<file path="src/rtl/order_match_engine_pkg.sv">
// Shared types for the order matching engine: heap command encoding, order
// word layout, side encoding and the price-cross test.
package order_match_engine_pkg;

  typedef enum logic [1:0] {
    CMD_NOP    = 2'b00,
    CMD_PUSH   = 2'b01,
    CMD_POP    = 2'b10,
    CMD_UPDATE = 2'b11
  } heap_cmd_e;

  localparam logic SIDE_BUY  = 1'b0;
  localparam logic SIDE_SELL = 1'b1;

  // Heap entries and incoming orders share this layout.
  typedef struct packed {
    logic [15:0] price;
    logic [15:0] qty;
  } order_t;

  // Equal prices cross; a buy takes asks at or below its limit, a sell
  // takes bids at or above it.
  function automatic logic crosses(input logic side, input logic [15:0] limit,
                                   input logic [15:0] root_price);
    return (side == SIDE_BUY) ? (root_price <= limit) : (root_price >= limit);
  endfunction

endpackage

</file>
<file path="src/rtl/heap_port_driver.sv">
// Per-heap command port: issues a one-cycle command, waits for the heap's done
// pulse, then spends one settle cycle before reporting idle again.
module heap_port_driver
  import order_match_engine_pkg::*;
(
  input  logic        clk,
  input  logic        rst,
  input  logic        start,
  input  heap_cmd_e   cmd_in,
  input  logic [31:0] data_in,
  input  logic        heap_done,
  output logic [1:0]  cmd,
  output logic [31:0] data,
  output logic        complete,
  output logic        idle
);

  typedef enum logic [1:0] {D_IDLE, D_CMD, D_WAIT, D_SETTLE} drv_state_e;

  drv_state_e state, nxt;
  heap_cmd_e  cmd_q;
  logic [31:0] data_q;

  // NOTE: state registers use non-blocking assignments so every flop samples
  // pre-edge values regardless of block ordering.
  always_ff @(posedge clk) begin
    if (rst) begin
      state  <= D_IDLE;
      cmd_q  <= CMD_NOP;
      data_q <= '0;
    end else begin
      state <= nxt;
      cmd_q <= CMD_NOP;
      if (state == D_IDLE && start) begin
        cmd_q  <= cmd_in;
        data_q <= data_in;
      end
    end
  end

  // NOTE: nxt gets its default before the case so no path leaves it
  // unassigned, which would otherwise infer a latch.
  always_comb begin
    nxt = state;
    unique case (state)
      D_IDLE:   if (start) nxt = D_CMD;
      D_CMD:    nxt = D_WAIT;
      D_WAIT:   if (heap_done) nxt = D_SETTLE;
      D_SETTLE: nxt = D_IDLE;
      default:  nxt = D_IDLE;
    endcase
  end

  assign cmd      = cmd_q;
  assign data     = data_q;
  assign complete = (state == D_WAIT) && heap_done;
  assign idle     = (state == D_IDLE);

endmodule

</file>
<file path="src/rtl/order_match_engine.sv">
// Crosses one incoming limit order against the opposite heap root, issuing
// POP/UPDATE per fill and PUSHing any remainder onto the order's own heap.
module order_match_engine
  import order_match_engine_pkg::*;
#(
  parameter int MAX_FILLS = 1023
) (
  input  logic        clk,
  input  logic        rst,
  input  logic        order_valid,
  output logic        order_ready,
  input  logic        order_side,
  input  logic [31:0] order_data,
  output logic        order_done,
  output logic        reject,
  output logic        trade_valid,
  output logic        trade_side,
  output logic [15:0] trade_price,
  output logic [15:0] trade_qty,
  output logic [1:0]  bid_cmd,
  output logic [31:0] bid_data,
  input  logic [31:0] bid_root,
  input  logic        bid_empty,
  input  logic        bid_full,
  input  logic        bid_busy,
  input  logic        bid_done,
  output logic [1:0]  ask_cmd,
  output logic [31:0] ask_data,
  input  logic [31:0] ask_root,
  input  logic        ask_empty,
  input  logic        ask_full,
  input  logic        ask_busy,
  input  logic        ask_done
);

  localparam int FILL_W = $clog2(MAX_FILLS + 1);

  typedef enum logic [2:0] {
    S_IDLE, S_EVAL, S_ISSUE_POP, S_ISSUE_UPD, S_ISSUE_PUSH, S_WAIT_DONE, S_SETTLE, S_FINISH
  } state_e;

  state_e            state, nxt;
  logic              side_q, ready_q, reject_q, rested_q;
  logic [15:0]       price_q, rem_q;
  logic [FILL_W-1:0] fills_q;
  logic              trade_valid_q, trade_side_q;
  logic [15:0]       trade_price_q, trade_qty_q;

  order_t    in_ord, opp_ord;
  logic      opp_empty, own_full, crossed, accept;
  logic      do_fill, do_push, do_reject, opp_start, own_start;
  logic      bid_start, ask_start, bid_complete, ask_complete, bid_idle, ask_idle;
  logic [15:0] fill_qty;
  heap_cmd_e   drv_cmd;
  logic [31:0] drv_data;

  assign in_ord    = order_data;
  assign opp_ord   = (side_q == SIDE_BUY) ? ask_root  : bid_root;
  assign opp_empty = (side_q == SIDE_BUY) ? ask_empty : bid_empty;
  assign own_full  = (side_q == SIDE_BUY) ? bid_full  : ask_full;
  assign accept    = order_valid && order_ready;
  assign crossed   = !opp_empty && crosses(side_q, price_q, opp_ord.price)
                     && (fills_q < FILL_W'(MAX_FILLS));
  assign fill_qty  = (rem_q >= opp_ord.qty) ? opp_ord.qty : rem_q;

  always_comb begin
    nxt       = state;
    do_fill   = 1'b0;
    do_push   = 1'b0;
    do_reject = 1'b0;
    opp_start = 1'b0;
    own_start = 1'b0;
    drv_cmd   = CMD_NOP;
    drv_data  = '0;
    unique case (state)
      S_IDLE: if (accept) nxt = S_EVAL;
      S_EVAL: begin
        if (rem_q == '0) begin
          nxt = S_FINISH;
        end else if (crossed) begin
          do_fill   = 1'b1;
          opp_start = 1'b1;
          if (rem_q >= opp_ord.qty) begin
            nxt      = S_ISSUE_POP;
            drv_cmd  = CMD_POP;
            drv_data = opp_ord;
          end else begin
            nxt      = S_ISSUE_UPD;
            drv_cmd  = CMD_UPDATE;
            drv_data = {opp_ord.price, opp_ord.qty - rem_q};
          end
        end else if (!own_full) begin
          nxt       = S_ISSUE_PUSH;
          do_push   = 1'b1;
          own_start = 1'b1;
          drv_cmd   = CMD_PUSH;
          drv_data  = {price_q, rem_q};
        end else begin
          nxt       = S_FINISH;
          do_reject = 1'b1;
        end
      end
      S_ISSUE_POP, S_ISSUE_UPD, S_ISSUE_PUSH: nxt = S_WAIT_DONE;
      S_WAIT_DONE: if (bid_complete || ask_complete) nxt = S_SETTLE;
      S_SETTLE:    nxt = rested_q ? S_FINISH : S_EVAL;
      S_FINISH:    nxt = S_IDLE;
      default:     nxt = S_IDLE;
    endcase
  end

  assign bid_start = (opp_start && side_q == SIDE_SELL) || (own_start && side_q == SIDE_BUY);
  assign ask_start = (opp_start && side_q == SIDE_BUY)  || (own_start && side_q == SIDE_SELL);

  always_ff @(posedge clk) begin
    if (rst) begin
      state         <= S_IDLE;
      ready_q       <= 1'b0;
      side_q        <= 1'b0;
      price_q       <= '0;
      rem_q         <= '0;
      fills_q       <= '0;
      reject_q      <= 1'b0;
      rested_q      <= 1'b0;
      trade_valid_q <= 1'b0;
      trade_side_q  <= 1'b0;
      trade_price_q <= '0;
      trade_qty_q   <= '0;
    end else begin
      state         <= nxt;
      ready_q       <= (nxt == S_IDLE) && !bid_busy && !ask_busy && bid_idle && ask_idle;
      trade_valid_q <= 1'b0;
      if (accept) begin
        side_q   <= order_side;
        price_q  <= in_ord.price;
        rem_q    <= in_ord.qty;
        fills_q  <= '0;
        reject_q <= 1'b0;
        rested_q <= 1'b0;
      end
      if (do_fill) begin
        rem_q         <= rem_q - fill_qty;
        fills_q       <= fills_q + FILL_W'(1);
        trade_valid_q <= 1'b1;
        trade_side_q  <= side_q;
        trade_price_q <= opp_ord.price;
        trade_qty_q   <= fill_qty;
      end
      if (do_push) begin
        rem_q    <= '0;
        rested_q <= 1'b1;
      end
      if (do_reject) reject_q <= 1'b1;
    end
  end

  heap_port_driver u_bid_drv (
    .clk(clk), .rst(rst), .start(bid_start), .cmd_in(drv_cmd), .data_in(drv_data),
    .heap_done(bid_done), .cmd(bid_cmd), .data(bid_data), .complete(bid_complete),
    .idle(bid_idle)
  );

  heap_port_driver u_ask_drv (
    .clk(clk), .rst(rst), .start(ask_start), .cmd_in(drv_cmd), .data_in(drv_data),
    .heap_done(ask_done), .cmd(ask_cmd), .data(ask_data), .complete(ask_complete),
    .idle(ask_idle)
  );

  assign order_ready = ready_q;
  assign order_done  = (state == S_FINISH);
  assign reject      = order_done && reject_q;
  assign trade_valid = trade_valid_q;
  assign trade_side  = trade_side_q;
  assign trade_price = trade_price_q;
  assign trade_qty   = trade_qty_q;

endmodule

</file>
<file path="config.mk">
export PLATFORM = sky130hd
export DESIGN_NAME = order_match_engine
export DESIGN_NICKNAME = d
export VERILOG_FILES = /design/src/rtl/order_match_engine_pkg.sv /design/src/rtl/heap_port_driver.sv /design/src/rtl/order_match_engine.sv
export SDC_FILE = /design/constraint.sdc
export NUM_CORES = 1
export LEC_CHECK = 0
export ABC_CLOCK_PERIOD_IN_PS = 15900
export CAP_MARGIN = 20
export CORE_MARGIN = 2
export CORE_UTILIZATION = 55
export DETAILED_ROUTE_END_ITERATION = 8
export PLACE_DENSITY = 0.87
export SKIP_CTS_REPAIR_TIMING = 1
export SLEW_MARGIN = 20
export SYNTH_ARGS = -nofsm -noshare
export SYNTH_HDL_FRONTEND = slang
export SYNTH_SLANG_ARGS = --single-unit
</file>
<file path="constraint.sdc">
create_clock -name clk -period 15.9 [get_ports clk]
set_input_delay 3.18 -clock clk [delete_from_list [all_inputs] [get_ports clk]]
set_output_delay 3.18 -clock clk [all_outputs]
set_load 0.005 [all_outputs]
</file>
# ---- Yosys cells after proc, flatten, opt, wreduce, memory -nomap -nowiden
# Index checks and enable logic that the tools add are counted.
# W data, S select, Z words.
dict set report word_totals {
  reg_bits 155
  in_bits 108
  output_inout_bits 105
  wordCells 129
}
dict set report op_classes {
  n_addsub 3
  order_cmp 4
  n_eq_ne 17
  muxes 48
  bitwise 3
  n_reduce_logical 36
}
# op n
set op_table {}
lappend op_table {{$mux W32} 5}
lappend op_table {{$mux W16} 4}
lappend op_table {{$ge A16 B16 Y1} 2}
lappend op_table {{$sub A16 B16 Y16} 2}
lappend op_table {{$mux W1} 21}
lappend op_table {{$mux W10} 2}
lappend op_table {{$pmux W3 S6} 1}
lappend op_table {{$le A16 B16 Y1} 1}
lappend op_table {{$logic_and A1 B1 Y1} 16}
lappend op_table {{$logic_not A16 Y1} 1}
lappend op_table {{$mux W2} 8}
lappend op_table {{$pmux W2 S4} 2}
lappend op_table {{$mux W3} 5}
lappend op_table {{$eq A3 B3 Y1 const B} 4}
lappend op_table {{$add A10 B1 Y10 const B} 1}
lappend op_table {{$lt A10 B10 Y1 const B} 1}
lappend op_table {{$eq A2 B2 Y1 const B} 4}
lappend op_table {{$eq A3 B2 Y1 const B} 2}
lappend op_table {{$logic_not A3 Y1} 2}
lappend op_table {{$reduce_bool A2 Y1} 3}
lappend op_table {{$reduce_or A2 Y1} 3}
lappend op_table {{$eq A2 B1 Y1 const B} 2}
lappend op_table {{$logic_not A2 Y1} 2}
lappend op_table {{$ne A2 B1 Y1 const B} 2}
lappend op_table {{7 further kinds} 15}

# ---- Longest topological paths before layout
dict set report logic_depth {
  ltp_word 13
  ltp_mapped 26
  depth_no_buf 22
}

# ---- Hierarchy
# A second synthesis with hierarchy kept.
dict set report unflattened {
  hier_cells 1135
  hier_area_um2 9036.2
}
# module instances cells_per_inst area_per_inst_um2 seq_area_each_um2
set by_module_without_submodules {}
lappend by_module_without_submodules {order_match_engine 1 815 6236.0 1661.6}
lappend by_module_without_submodules {heap_port_driver 2 160 1400.1 720.7}

# ---- Least setup slack after synthesis
# OpenSTA, ideal clock, no wires.
dict set report synth_path {
  path_kind {input-to-reg}
  startpoint {in bid_root[0]}
  endpoint {reg rem_q[14]}
  setup_ps 133
  t_arrival_ps 7571
  required_ps 15767
  setup_slack_ps 8196
  path_stages 23
  path_buffers 2
  path_cell_list {mux2i_1 > ha_1 > inv_1 > fa_1 > a211oi_1 > o211a_1 > o41ai_2 > o311a_2 > or2_1 > buf_6 > buf_6 > a21boi_0 > ha_1 > inv_1 > fa_1 > a21o_1 > a21o_1 > a21boi_0 > o21ai_0 > o41ai_1 > o21ai_0 > xnor2_1 > a21oi_1}
}
dict set report synth_via {
  elab_chain_cells 5
}
# item line_no
set synth_lines {}
lappend synth_lines {{from (decl)} order_match_engine.sv:22} ;# input logic [31:0] bid_root,
lappend synth_lines {{$mux W32 (*)} order_match_engine.sv:58} ;# assign opp_ord = (side_q == SIDE_BUY) ? ask_root : bid_root;
lappend synth_lines {{$ge A16 B16 Y1} order_match_engine.sv:64} ;# assign fill_qty = (rem_q >= opp_ord.qty) ? opp_ord.qty : rem_q;
lappend synth_lines {{$mux W16 (*)} order_match_engine.sv:64}
lappend synth_lines {{named net fill_qty[0]} order_match_engine.sv:53} ;# logic [15:0] fill_qty;
lappend synth_lines {{$sub A16 B16 Y16 (*)} order_match_engine.sv:141} ;# rem_q <= rem_q - fill_qty;
lappend synth_lines {{$mux W16 (*)} order_match_engine.sv:140} ;# if (do_fill) begin
lappend synth_lines {{to (signal assigned)} order_match_engine.sv:135} ;# rem_q <= in_ord.qty;
lappend synth_lines {{to (signal assigned)} order_match_engine.sv:141}
lappend synth_lines {{to (decl)} order_match_engine.sv:44} ;# logic [15:0] price_q, rem_q;
# Mark *: on every way through the listed nets, which the timed path passes. The rest lies on a longest branch.
# A chain may end at the register's enable or synchronous reset.

# ---- Worst setup path after layout
# Same ends and word-level chain as after synthesis.

==> flow_summary.json <==
{
  "n_antenna_cell": 0,
  "ys.flop_type": "dfxtp_1",
  "dp_slack_ns": 6.95,
  "maxCapViolCount": 0,
  "vias": 8940,
  "setup_viol": 0,
  "die_h_um": 131,
  "rrSetupSlack_ns": 9.13,
  "hold_viol": 0,
  "wl_met3_um": 2050,
  "relSlewSlack": 0.333,
  "area_growth_pct": 31.4,
  "nNetsFinal": 1443,
  "min_path_cells": 2,
  "start_util": 0.560,
  "rsz0062_at_grt": "false",
  "synth_cell_type_count": 73,
  "async_flop_share": 0,
  "grt_overflow": 0,
  "wl_per_cell_um": 18.3,
  "grt_max_degree": 95,
  "dr_wl_met2_um": 13400,
  "coreArea_um2": 15800,
  "start_kind": "primary input",
  "cts_sinks": 155,
  "drtPass1Iterations": 6,
  "synth-seq-cells": 155,
  "crit_fanout": 19,
  "status": "complete, no violations",
  "wl_met1_um": 10700,
  "routed_wl_um": 27600,
  "top_layer": "met4",
  "clkPwrFrac": 0.326,
  "maxSlewViolCount": 0,
  "netlist_area_um2": 8870,
  "gp_congestion": 0.897,
  "min_path_type": "reg2reg",
  "critPathKind": "in2reg",
  "clock_skew_ns": 0.0111,
  "min_period_ns": 8.69,
  "drtIter0Drc": 737,
  "r2r_cells": 22,
  "p_leak_uw": 0.00415,
  "post-synth-top-area-fraction": 0.350,
  "grt_usage": 0.317,
  "postRouteAntennaNets": 0,
  "clock_path_buffers": 2,
  "drt-vias-per-instance": 5.94,
  "seqPwrFrac": 0.350,
  "min_period_over_period": 0.547,
  "clockRootBuffer": "clkbuf_16",
  "syn_nets": 1267,
  "clk_pin_slew_worst_paths_ns": 0.07,
  "p_per_area_nw_per_um2": 107,
  "grt_pass1_vias": 8472,
  "timing.hold.ws_ns": 0.454,
  "critical_path.endpoint": "rem_q[14]",
  "fmax_ghz": 0.115,
  "synth_edf_count": 0,
  "fin_area_um2": 11700,
  "reg2reg_from": "side_q",
  "hpwlAfterDp_um": 19400,
  "crit_start": "bid_root[0]",
  "seq_area_frac_synth": 0.350,
  "power_frac_comb": 0.324,
  "antenna_found_initial": 0,
  "worst_pin_slew_ns": 1.00,
  "fp.dieW_um": 131,
  "grt_pass1_wl_um": 42300,
  "cts_tree": "built",
  "ys_top_cells_by_area": "dfxtp_1 35%, ha_1 7.9%, a21oi_1 7.3%",
  "drive_above_1_share": 0.0829,
  "arrival_ns": 9.00,
  "fin_ws_ns": 7.21,
  "yosysWarnings": 0,
  "cp.required_ns": 16.20,
  "nFillCells": 1200,
  "postSynthAreaPerCell_um2": 8.06,
  "core.rowCount": 46,
  "syn_inst": 1101,
  "htree_levels": 4,
  "dieArea_um2": 17200,
  "setup_tns_ns": 0,
  "power.internal_uw": 811,
  "port_buffers": 212,
  "synth_top_area_cell": "dfxtp_1",
  "drc_errors": 0,
  "ir_worst_vdd_mv": 0.0799,
  "yosysMostFrequentCell": "dfxtp_1",
  "netSwitchingFraction": 0.352,
  "ios": 213,
  "clk_latency_ns": 0.44,
  "finalPower_uw": 1250,
  "p_switching_uw": 442,
  "netlist_top_cells_count": "155 x dfxtp_1, 141 x nand2_1, 130 x a21oi_1",
  "critPathCaptureType": "register",
  "cts_buffers": 17,
  "dpl-instance-area_um2": 11100,
  "r2r_end": "rem_q[14]"
}
[cells in the final DEF (no fill, tap or decap), types with 9 or more instances in the layout]
cell type / count
clkdlybuf4s50_1: 211
dfxtp_1: 154
nand2_1: 141
a21oi_1: 130
nor2_1: 87
o21ai_0: 83
ha_1: 56
inv_1: 51
a211oi_1: 42
mux2_2: 36
and2_1: 20
xnor2_1: 19
clkbuf_16: 17
nand3_1: 16
or3_1: 15
a21boi_1: 13
nor3_1: 11
buf_4: 11
a21o_1: 10
a32oi_1: 10
o211ai_1: 9
and3_1: 9
[flip-flops by register name, summed over array words and instances, names as in the netlist, 3 cells and up]
signal,count
rem_q,16
trade_price,16
trade_qty,16
u_bid_drv.data,32
u_ask_drv.data,32
fills_q,10
price_q,16
state,3
[final cells by class]
| cell class | instances | area, µm² | area share |
|---|---|---|---|
| clock buffer | 17 | 425 | 0.0365 |
| clock inverter | 15 | 171 | 0.0147 |
| inverter | 51 | 191 | 0.0164 |
| multi-input combinational | 829 | 5300 | 0.454 |
| sequential | 155 | 3100 | 0.266 |
| tap | 216 | 270 | 0.0232 |
| timing repair buffer | 223 | 2200 | 0.189 |
[logic make-up after synthesis]
family                     synth area share
muxes                                0.0530
xor gates and xnor gates             0.0257
AOI/OAI and AO/OA                     0.250
and+or+nand+nor                       0.182
adders and majority gates            0.0835
DFF                                   0.350
buffers and inverters                0.0559
[power groups by stage]
| stage | Combinational (µW) | Clock, µW | Sequential, µW |
|---|---|---|---|
| finish | 406 | 408 | 439 |
| global route | 449 | 428 | 442 |
| CTS | 402 | 409 | 438 |
| detailed placement | 394 | 0 | 446 |
| global placement | 386 | 0 | 446 |
| floorplan | 275 | 0 | 440 |
[per-stage QoR]
step	std cells	utilization
floorplan	1101	-
global placement	1474	0.699
finish	1506	0.737
CTS	1506	0.737
global route	1506	0.737
detailed placement	1474	0.699
[worst max-delay path, cell delays in order]
cell	delay, ns
clkdlybuf4s50_1	0.40
mux2i_1	0.29
ha_1	0.25
inv_1	0.06
fa_1	0.41
a211oi_1	0.35
o211a_1	0.27
o41ai_2	0.12
o311a_2	0.50
or2_1	0.54
a21boi_0	0.31
ha_1	0.22
inv_1	0.06
fa_1	0.40
a21o_1	0.17
a21o_1	0.21
a21boi_0	0.16
o21ai_0	0.13
o41ai_1	0.47
o21ai_0	0.22
xnor2_1	0.17
a21oi_1	0.09
[metal layers]
layer,track usage,up-vias
met5,0,-
met1,0.372,4138
met3,0.0623,107
li1,-,4286
met2,0.546,409
met4,0.172,0
[worst min-delay path by stage]
stage / startpoint / end
3_3_place_gp: trade_price[6] / trade_price[6]
4_1_cts: trade_price[6] / trade_price[6]
6_report: trade_price[2] / trade_price[2]
5_1_grt: trade_price[6] / trade_price[6]
2_1_floorplan: reject_q / reject_q
3_5_place_dp: trade_price[6] / trade_price[6]
(Power assumes the default switching activity.)
